$ cat src/rtl/draw_pkg.sv
// Shared FSM state type, AXI encodings and address helper for the VRAM write master.
package draw_pkg;

  typedef enum logic [2:0] {
    IDLE  = 3'd0,
    WAITF = 3'd1,
    AWREQ = 3'd2,
    WBEAT = 3'd3,
    BRESP = 3'd4
  } draw_state_e;

  localparam logic [2:0] AXI_SIZE_8B    = 3'b011;
  localparam logic [1:0] AXI_BURST_INCR = 2'b01;
  localparam logic [2:0] VRAM_TOP       = 3'b001;

  // Byte address of the next burst; wraps inside the 29-bit VRAM window.
  function automatic logic [28:0] next_burst_addr(input logic [28:0] addr,
                                                  input int unsigned burst_len);
    return addr + 29'(burst_len * 8);
  endfunction

endpackage

$ cat src/rtl/draw_wfifo.sv
// Synchronous first-word-fall-through FIFO holding packed 64-bit pixel pairs.
module draw_wfifo
  import draw_pkg::*;
#(
  parameter int DW    = 64,
  parameter int DEPTH = 32,
  localparam int AW   = $clog2(DEPTH)
) (
  input  logic          clk_i,
  input  logic          rst_ni,
  input  logic          push_i,
  input  logic [DW-1:0] data_i,
  input  logic          pop_i,
  output logic [DW-1:0] data_o,
  output logic          full_o,
  output logic          empty_o,
  output logic [AW:0]   count_o
);

  logic [DW-1:0] mem_q [DEPTH];
  logic [AW-1:0] wr_ptr_q;
  logic [AW-1:0] rd_ptr_q;
  logic [AW:0]   count_q;
  logic          push_s;
  logic          pop_s;

  assign push_s  = push_i & ~full_o;
  assign pop_s   = pop_i & ~empty_o;
  assign full_o  = (count_q == (AW+1)'(DEPTH));
  assign empty_o = (count_q == (AW+1)'(0));
  assign data_o  = mem_q[rd_ptr_q];
  assign count_o = count_q;

  // Storage array carries no reset; only the pointers define validity.
  always_ff @(posedge clk_i) begin
    if (push_s) begin
      mem_q[wr_ptr_q] <= data_i;
    end
  end

  always_ff @(posedge clk_i or negedge rst_ni) begin
    if (!rst_ni) begin
      wr_ptr_q <= '0;
      rd_ptr_q <= '0;
      count_q  <= '0;
    end else begin
      if (push_s) begin
        wr_ptr_q <= wr_ptr_q + AW'(1);
      end
      if (pop_s) begin
        rd_ptr_q <= rd_ptr_q + AW'(1);
      end
      if (push_s && !pop_s) begin
        count_q <= count_q + (AW+1)'(1);
      end else if (pop_s && !push_s) begin
        count_q <= count_q - (AW+1)'(1);
      end else begin
        count_q <= count_q;
      end
    end
  end

endmodule

$ cat src/rtl/draw_vramwr.sv
// AXI4 write master packing a 32-bit pixel stream into 64-bit INCR bursts for VRAM.
// Define DRAW_BRESP_CHECK_EN to add a sticky ERR output for non-OKAY write responses.
module draw_vramwr
  import draw_pkg::*;
#(
  parameter int C_M_AXI_ADDR_WIDTH = 32,
  parameter int C_M_AXI_DATA_WIDTH = 64,
  parameter int BURST_LEN          = 16,
  parameter int FIFO_DEPTH         = 32
) (
  input  logic                            ACLK,
  input  logic                            ARESETN,
  input  logic                            START,
  input  logic [28:0]                     BASEADDR,
  input  logic [15:0]                     NWORDS,
  input  logic [31:0]                     PIX_DATA,
  input  logic                            PIX_VALID,
  output logic                            PIX_READY,
  output logic [C_M_AXI_ADDR_WIDTH-1:0]   M_AXI_AWADDR,
  output logic [7:0]                      M_AXI_AWLEN,
  output logic [2:0]                      M_AXI_AWSIZE,
  output logic [1:0]                      M_AXI_AWBURST,
  output logic                            M_AXI_AWVALID,
  input  logic                            M_AXI_AWREADY,
  output logic [C_M_AXI_DATA_WIDTH-1:0]   M_AXI_WDATA,
  output logic [C_M_AXI_DATA_WIDTH/8-1:0] M_AXI_WSTRB,
  output logic                            M_AXI_WLAST,
  output logic                            M_AXI_WVALID,
  input  logic                            M_AXI_WREADY,
  input  logic [1:0]                      M_AXI_BRESP,
  input  logic                            M_AXI_BVALID,
  output logic                            M_AXI_BREADY,
  output logic                            BUSY,
`ifdef DRAW_BRESP_CHECK_EN
  output logic                            ERR,
`endif
  output logic                            DONE
);

  localparam int CW = $clog2(FIFO_DEPTH) + 1;
  localparam int BW = (BURST_LEN > 1) ? $clog2(BURST_LEN) : 1;

  draw_state_e   state_q;
  logic [28:0]   addr_q;
  logic [15:0]   nwords_q;
  logic [15:0]   remaining_q;
  logic [15:0]   packed_q;
  logic          half_q;
  logic [31:0]   lo_pix_q;
  logic [BW-1:0] beat_q;
  logic          busy_q;
  logic          done_q;
  logic          awvalid_q;
  logic          wvalid_q;
  logic          wlast_q;
  logic          bready_q;

  logic                          fifo_full_s;
  logic                          fifo_empty_s;
  logic [CW-1:0]                 fifo_count_s;
  logic [C_M_AXI_DATA_WIDTH-1:0] fifo_head_s;
  logic                          start_fire_s;
  logic                          pix_fire_s;
  logic                          push_s;
  logic                          pop_s;
  logic                          b_fire_s;

  assign start_fire_s = START & (state_q == IDLE);
  assign PIX_READY    = busy_q & ~fifo_full_s & (packed_q < nwords_q);
  assign pix_fire_s   = PIX_VALID & PIX_READY;
  assign push_s       = pix_fire_s & half_q;
  assign pop_s        = wvalid_q & M_AXI_WREADY & ~fifo_empty_s;
  assign b_fire_s     = bready_q & M_AXI_BVALID;

  draw_wfifo #(
    .DW    (C_M_AXI_DATA_WIDTH),
    .DEPTH (FIFO_DEPTH)
  ) u_wfifo (
    .clk_i   (ACLK),
    .rst_ni  (ARESETN),
    .push_i  (push_s),
    .data_i  ({PIX_DATA, lo_pix_q}),
    .pop_i   (pop_s),
    .data_o  (fifo_head_s),
    .full_o  (fifo_full_s),
    .empty_o (fifo_empty_s),
    .count_o (fifo_count_s)
  );

  // Address and data are forced to zero outside their valid phases so reset shows all-zero outputs.
  assign M_AXI_AWADDR  = awvalid_q ? C_M_AXI_ADDR_WIDTH'({VRAM_TOP, addr_q})
                                   : {C_M_AXI_ADDR_WIDTH{1'b0}};
  assign M_AXI_AWLEN   = 8'(BURST_LEN - 1);
  assign M_AXI_AWSIZE  = AXI_SIZE_8B;
  assign M_AXI_AWBURST = AXI_BURST_INCR;
  assign M_AXI_AWVALID = awvalid_q;
  assign M_AXI_WDATA   = fifo_head_s & {C_M_AXI_DATA_WIDTH{wvalid_q}};
  assign M_AXI_WSTRB   = {(C_M_AXI_DATA_WIDTH/8){1'b1}};
  assign M_AXI_WLAST   = wlast_q;
  assign M_AXI_WVALID  = wvalid_q;
  assign M_AXI_BREADY  = bready_q;
  assign BUSY          = busy_q;
  assign DONE          = done_q;

  // Pixel pairing: the low half is held until its partner arrives and the pair is pushed together.
  always_ff @(posedge ACLK or negedge ARESETN) begin
    if (!ARESETN) begin
      half_q   <= 1'b0;
      packed_q <= 16'd0;
      lo_pix_q <= 32'd0;
    end else if (start_fire_s) begin
      half_q   <= 1'b0;
      packed_q <= 16'd0;
    end else if (pix_fire_s) begin
      if (half_q) begin
        half_q   <= 1'b0;
        packed_q <= packed_q + 16'd1;
      end else begin
        half_q   <= 1'b1;
        lo_pix_q <= PIX_DATA;
      end
    end
  end

  // Burst sequencer: a burst is only requested once a full burst of data is already buffered.
  always_ff @(posedge ACLK or negedge ARESETN) begin
    if (!ARESETN) begin
      state_q     <= IDLE;
      addr_q      <= 29'd0;
      nwords_q    <= 16'd0;
      remaining_q <= 16'd0;
      beat_q      <= '0;
      busy_q      <= 1'b0;
      done_q      <= 1'b0;
      awvalid_q   <= 1'b0;
      wvalid_q    <= 1'b0;
      wlast_q     <= 1'b0;
      bready_q    <= 1'b0;
    end else begin
      done_q <= 1'b0;
      case (state_q)
        IDLE: begin
          if (START) begin
            addr_q      <= BASEADDR;
            nwords_q    <= NWORDS;
            remaining_q <= NWORDS;
            busy_q      <= 1'b1;
            state_q     <= WAITF;
          end
        end
        WAITF: begin
          if (fifo_count_s >= CW'(BURST_LEN)) begin
            awvalid_q <= 1'b1;
            state_q   <= AWREQ;
          end
        end
        AWREQ: begin
          if (M_AXI_AWREADY) begin
            awvalid_q <= 1'b0;
            wvalid_q  <= 1'b1;
            beat_q    <= '0;
            wlast_q   <= (BURST_LEN == 1);
            state_q   <= WBEAT;
          end
        end
        WBEAT: begin
          if (M_AXI_WREADY) begin
            if (beat_q == BW'(BURST_LEN - 1)) begin
              wvalid_q <= 1'b0;
              wlast_q  <= 1'b0;
              bready_q <= 1'b1;
              state_q  <= BRESP;
            end else begin
              beat_q  <= beat_q + BW'(1);
              wlast_q <= (beat_q == BW'(BURST_LEN - 2));
            end
          end
        end
        BRESP: begin
          if (M_AXI_BVALID) begin
            bready_q    <= 1'b0;
            addr_q      <= next_burst_addr(addr_q, BURST_LEN);
            remaining_q <= remaining_q - 16'(BURST_LEN);
            if (remaining_q == 16'(BURST_LEN)) begin
              done_q  <= 1'b1;
              busy_q  <= 1'b0;
              state_q <= IDLE;
            end else begin
              state_q <= WAITF;
            end
          end
        end
        default: begin
          state_q <= IDLE;
        end
      endcase
    end
  end

`ifdef DRAW_BRESP_CHECK_EN
  logic err_q;

  // Sticky response error, cleared only when a new transfer is accepted.
  always_ff @(posedge ACLK or negedge ARESETN) begin
    if (!ARESETN) begin
      err_q <= 1'b0;
    end else if (start_fire_s) begin
      err_q <= 1'b0;
    end else if (b_fire_s && (M_AXI_BRESP != 2'b00)) begin
      err_q <= 1'b1;
    end
  end

  assign ERR = err_q;
`else
  logic unused_bresp_s;
  assign unused_bresp_s = (^M_AXI_BRESP) & b_fire_s;
`endif

endmodule

$ cat config.mk
export PLATFORM = sky130hd
export DESIGN_NAME = draw_vramwr
export DESIGN_NICKNAME = d
export VERILOG_FILES = /design/src/rtl/draw_pkg.sv /design/src/rtl/draw_wfifo.sv /design/src/rtl/draw_vramwr.sv
export SDC_FILE = /design/constraint.sdc
export NUM_CORES = 2
export LEC_CHECK = 0
export CORE_ASPECT_RATIO = 0.7
export CORE_MARGIN = 2
export CORE_UTILIZATION = 60
export DETAILED_ROUTE_END_ITERATION = 7
export HOLD_SLACK_MARGIN = 0.15
export PLACE_DENSITY_LB_ADDON = 0.3
export SLEW_MARGIN = 25
export SYNTH_ARGS = -nofsm -noshare
export SYNTH_HDL_FRONTEND = slang
export SYNTH_SLANG_ARGS = --single-unit
$ cat constraint.sdc
create_clock -name ACLK -period 16.19 [get_ports ACLK]
set_input_delay 2.4285 -clock ACLK [delete_from_list [all_inputs] [get_ports ACLK]]
set_output_delay 2.4285 -clock ACLK [all_outputs]
set_load 0.05 [all_outputs]
==> run metrics <==
status finished clean; crit path from u_wfifo.rd_ptr_q[1]; Post-Synth Adder-Cell Area 0.481%; minimum clock period 8260 ps; DP Wirelength 104000 µm; chip width 453 µm; Clock Pin Slew Worst Setup and Hold Paths 70 ps; routed len/inst 34.4 µm; area leader, netlist edfxtp_1; DIE HEIGHT 319 µm; Net Sw Frac 32.0%; initial DRC count 6424; first-pass GRT wire length 299000 µm; nets@finish 4125; Seq/Total Area, Yosys 76.6%; post-synthesis instance total 3757; drt total wl 208000 µm; post-synth top area share 72.5%; clk buf depth 3; final setup violation count 0; Setup CP Type flop to output pin; Mapped Area 0.0848 mm²; area fraction in compound gates after synthesis 2.01%; Initial Utilization 60.4%; Post-CTS Hold Fix Bufs 0; Num CTS Buffers 191; Reg power frac 42.8%; Worst Clk Skew 42.6 ps; Max Fclk 0.121 GHz; largest net degree at the start of global routing 147; Sink Count 2187; Psw 0.00555 W; most common cell after layout, fill and taps aside edfxtp_1; Tcrit/Tclk final 51.0%; core area 0.140 mm²; combinational power share 30.5%; WHS 468 ps; area share of xor/xnor cells in the synthesized design 0.145%; area occupied by multi-input gates 0.0190 mm²; most area-consuming cells after synthesis edfxtp_1, mux4_2, dfrtp_1, a22o_1, clkbuf_1; FILL cells 8421; TritonCTS clock tree done; clock share of power 26.7%; die area 0.144 mm²; reg2reg path depth 9; DRC viols 0; Synthesis Warnings 0; Skew-Pair Late Insertion Delay 840 ps; Post-Synth Simple-Gate Area 1.96%; mean number of vias per cell 6.90; Fin. Hold Viols 0; library cells used by synthesis 61; DRT Pass-1 Iters 5; ys flop type edfxtp_1; Rel. slew slack 26.9%; worst slew pin tran 1100 ps; count of flip-flops with a built-in enable after synthesis 2048; gp weighted congestion 0.787; postcts setup bufs 0; CTS H-tree depth 4; vias post-DR 41700; aggregate global routing overflow 0; Register Area 0.0650 mm²; reg-to-reg startpoint packed_q[9]; PwrDens 182 mW/mm²; root buf cell clkbuf_16; Tot Pwr 0.0173 W; vias in the first global route 41600; Yosys reg bits 2187; Pins Over Slew Limit 0; leak pwr 30.3 nW; share of cells above drive strength 1 26.8%; Fin Setup TNS 0 ps; post-synthesis mux area share 17.5%; FF-to-FF End u_wfifo.mem_q[16][14]; flop2flop setup slack 11190 ps; max-cap check violation count 0; CP startpoint kind flop; port bufs 184; Max VDD drop 0.155 mV; initial antenna violation count 12; Rows 115; Req. time, crit path 13760 ps; commonest non-fill, non-tap cells in the layout edfxtp_1, mux4_2, clkbuf_16; CP Capture Type output pin; cts repair resizes 0; # IOs 210; largest fanout on the critical path 64; Mean Syn Cell Area 22.6 µm²; main combinational cell family by area after synthesis multiplexers; HP Class flop to flop; Internal 0.0118 W; critical path capture point M_AXI_WDATA[45]; unrepaired setup endpoints after global routing false; asr flop ratio synth 6.36%; arrival time at the worst endpoint 5840 ps; Area growth, synth to finish 12.3%; antenna viol nets, final 0; GRT Util Overall 29.4%
## power groups by stage
stage               Sequential [W]  Clock (W)  Combinational (W)
floorplan                  0.00724          0            0.00379
CTS                        0.00746    0.00468            0.00525
global placement           0.00754          0            0.00513
finish                     0.00742    0.00464            0.00528
detailed placement         0.00757          0            0.00519
global route               0.00748    0.00488            0.00555
## Yosys cell counts (all sizes together), types with 3 or more instances
library cell,n
mux2,35
o31ai,7
nor3,10
o21ai,76
and4,4
dfrtp,139
buf,82
xor2,3
and2,34
a22o,64
a31oi,4
a21o,3
or3,7
edfxtp,2048
inv,35
nor2,39
mux4,640
clkbuf,143
nand2,102
nand2b,8
xnor2,11
nor4,9
and3,37
a22oi,6
nand4,19
o22ai,11
nand3,28
a21oi,63
o21a,3
nor2b,6
ha,31
or4,8
o211ai,3
mux2i,3
nor3b,4
## kinds of logic (layout without fill, tap and decap cells)
group / Yosys count / after routing
multiplexers: 678 / 678
AO/OA/AOI/OAI: 261 / 261
adder cells (fa/ha/maj): 32 / 32
other: 2 / 25
AND/OR/NAND/NOR: 323 / 323
buffers and inverters: 260 / 653
XOR/XNOR: 14 / 14
flip-flops: 2187 / 2187
## per-stage QoR
step / worst slack, ps / std cells / util, % / instance area, µm²
2_1_floorplan: 7770 / 3778 / - / 84900
3_3_place_gp: 8500 / 5681 / 63.3 / 88900
3_5_place_dp: 8490 / 5682 / 63.3 / 88900
4_1_cts: 7580 / 6039 / 67.8 / 95200
5_1_grt: 7830 / 6045 / 67.8 / 95300
6_report: 7930 / 6045 / 67.8 / 95300
## registers in the layout, indices dropped and copies added (netlist names), 3 cells and up
signal,cells
u_wfifo.mem_q,2048
lo_pix_q,32
addr_q,29
nwords_q,16
packed_q,16
remaining_q,16
u_wfifo.count_o,6
u_wfifo.rd_ptr_q,5
u_wfifo.wr_ptr_q,5
beat_q,4
state_q,3
## worst max-delay path, cell delays in order (launching register included)
cell             delay (ps)
dfrtp_4                1110
buf_4                   870
buf_4                   780
mux4_2                  460
mux4_2                  460
a22o_1                  310
clkdlybuf4s50_1         740
## worst min-delay path by stage
stage                    from  cells past startpoint  slack [ps]         to
finish              addr_q[1]                      2         470  addr_q[1]
global placement    addr_q[0]                      2         450  addr_q[0]
CTS                 addr_q[0]                      2         470  addr_q[0]
global route        addr_q[5]                      2         500  addr_q[5]
detailed placement  addr_q[0]                      2         450  addr_q[0]
floorplan           addr_q[0]                      2         440  addr_q[0]
## metal layers
layer / wire, µm / vias up / global-route usage (%) / part of all wire, %
li1: - / 16400 / - / -
met1: 77800 / 21900 / 43.2 / 37
met2: 98800 / 3008 / 45.0 / 47
met3: 25400 / 408 / 6.74 / 12
met4: 6210 / 8 / 8.61 / 3.0
met5: 57 / - / 0 / 0.027
## layout make-up
class	count	share of cell area (%)
timing repair buffer	261	2.58
sequential	2187	68.3
clock buffer	253	5.46
tap	1872	2.46
inverter	35	0.138
clock inverter	104	1.18
antenna	2	0.00525
multi-input combinational	1331	19.9
(Power assumes the default switching activity.)
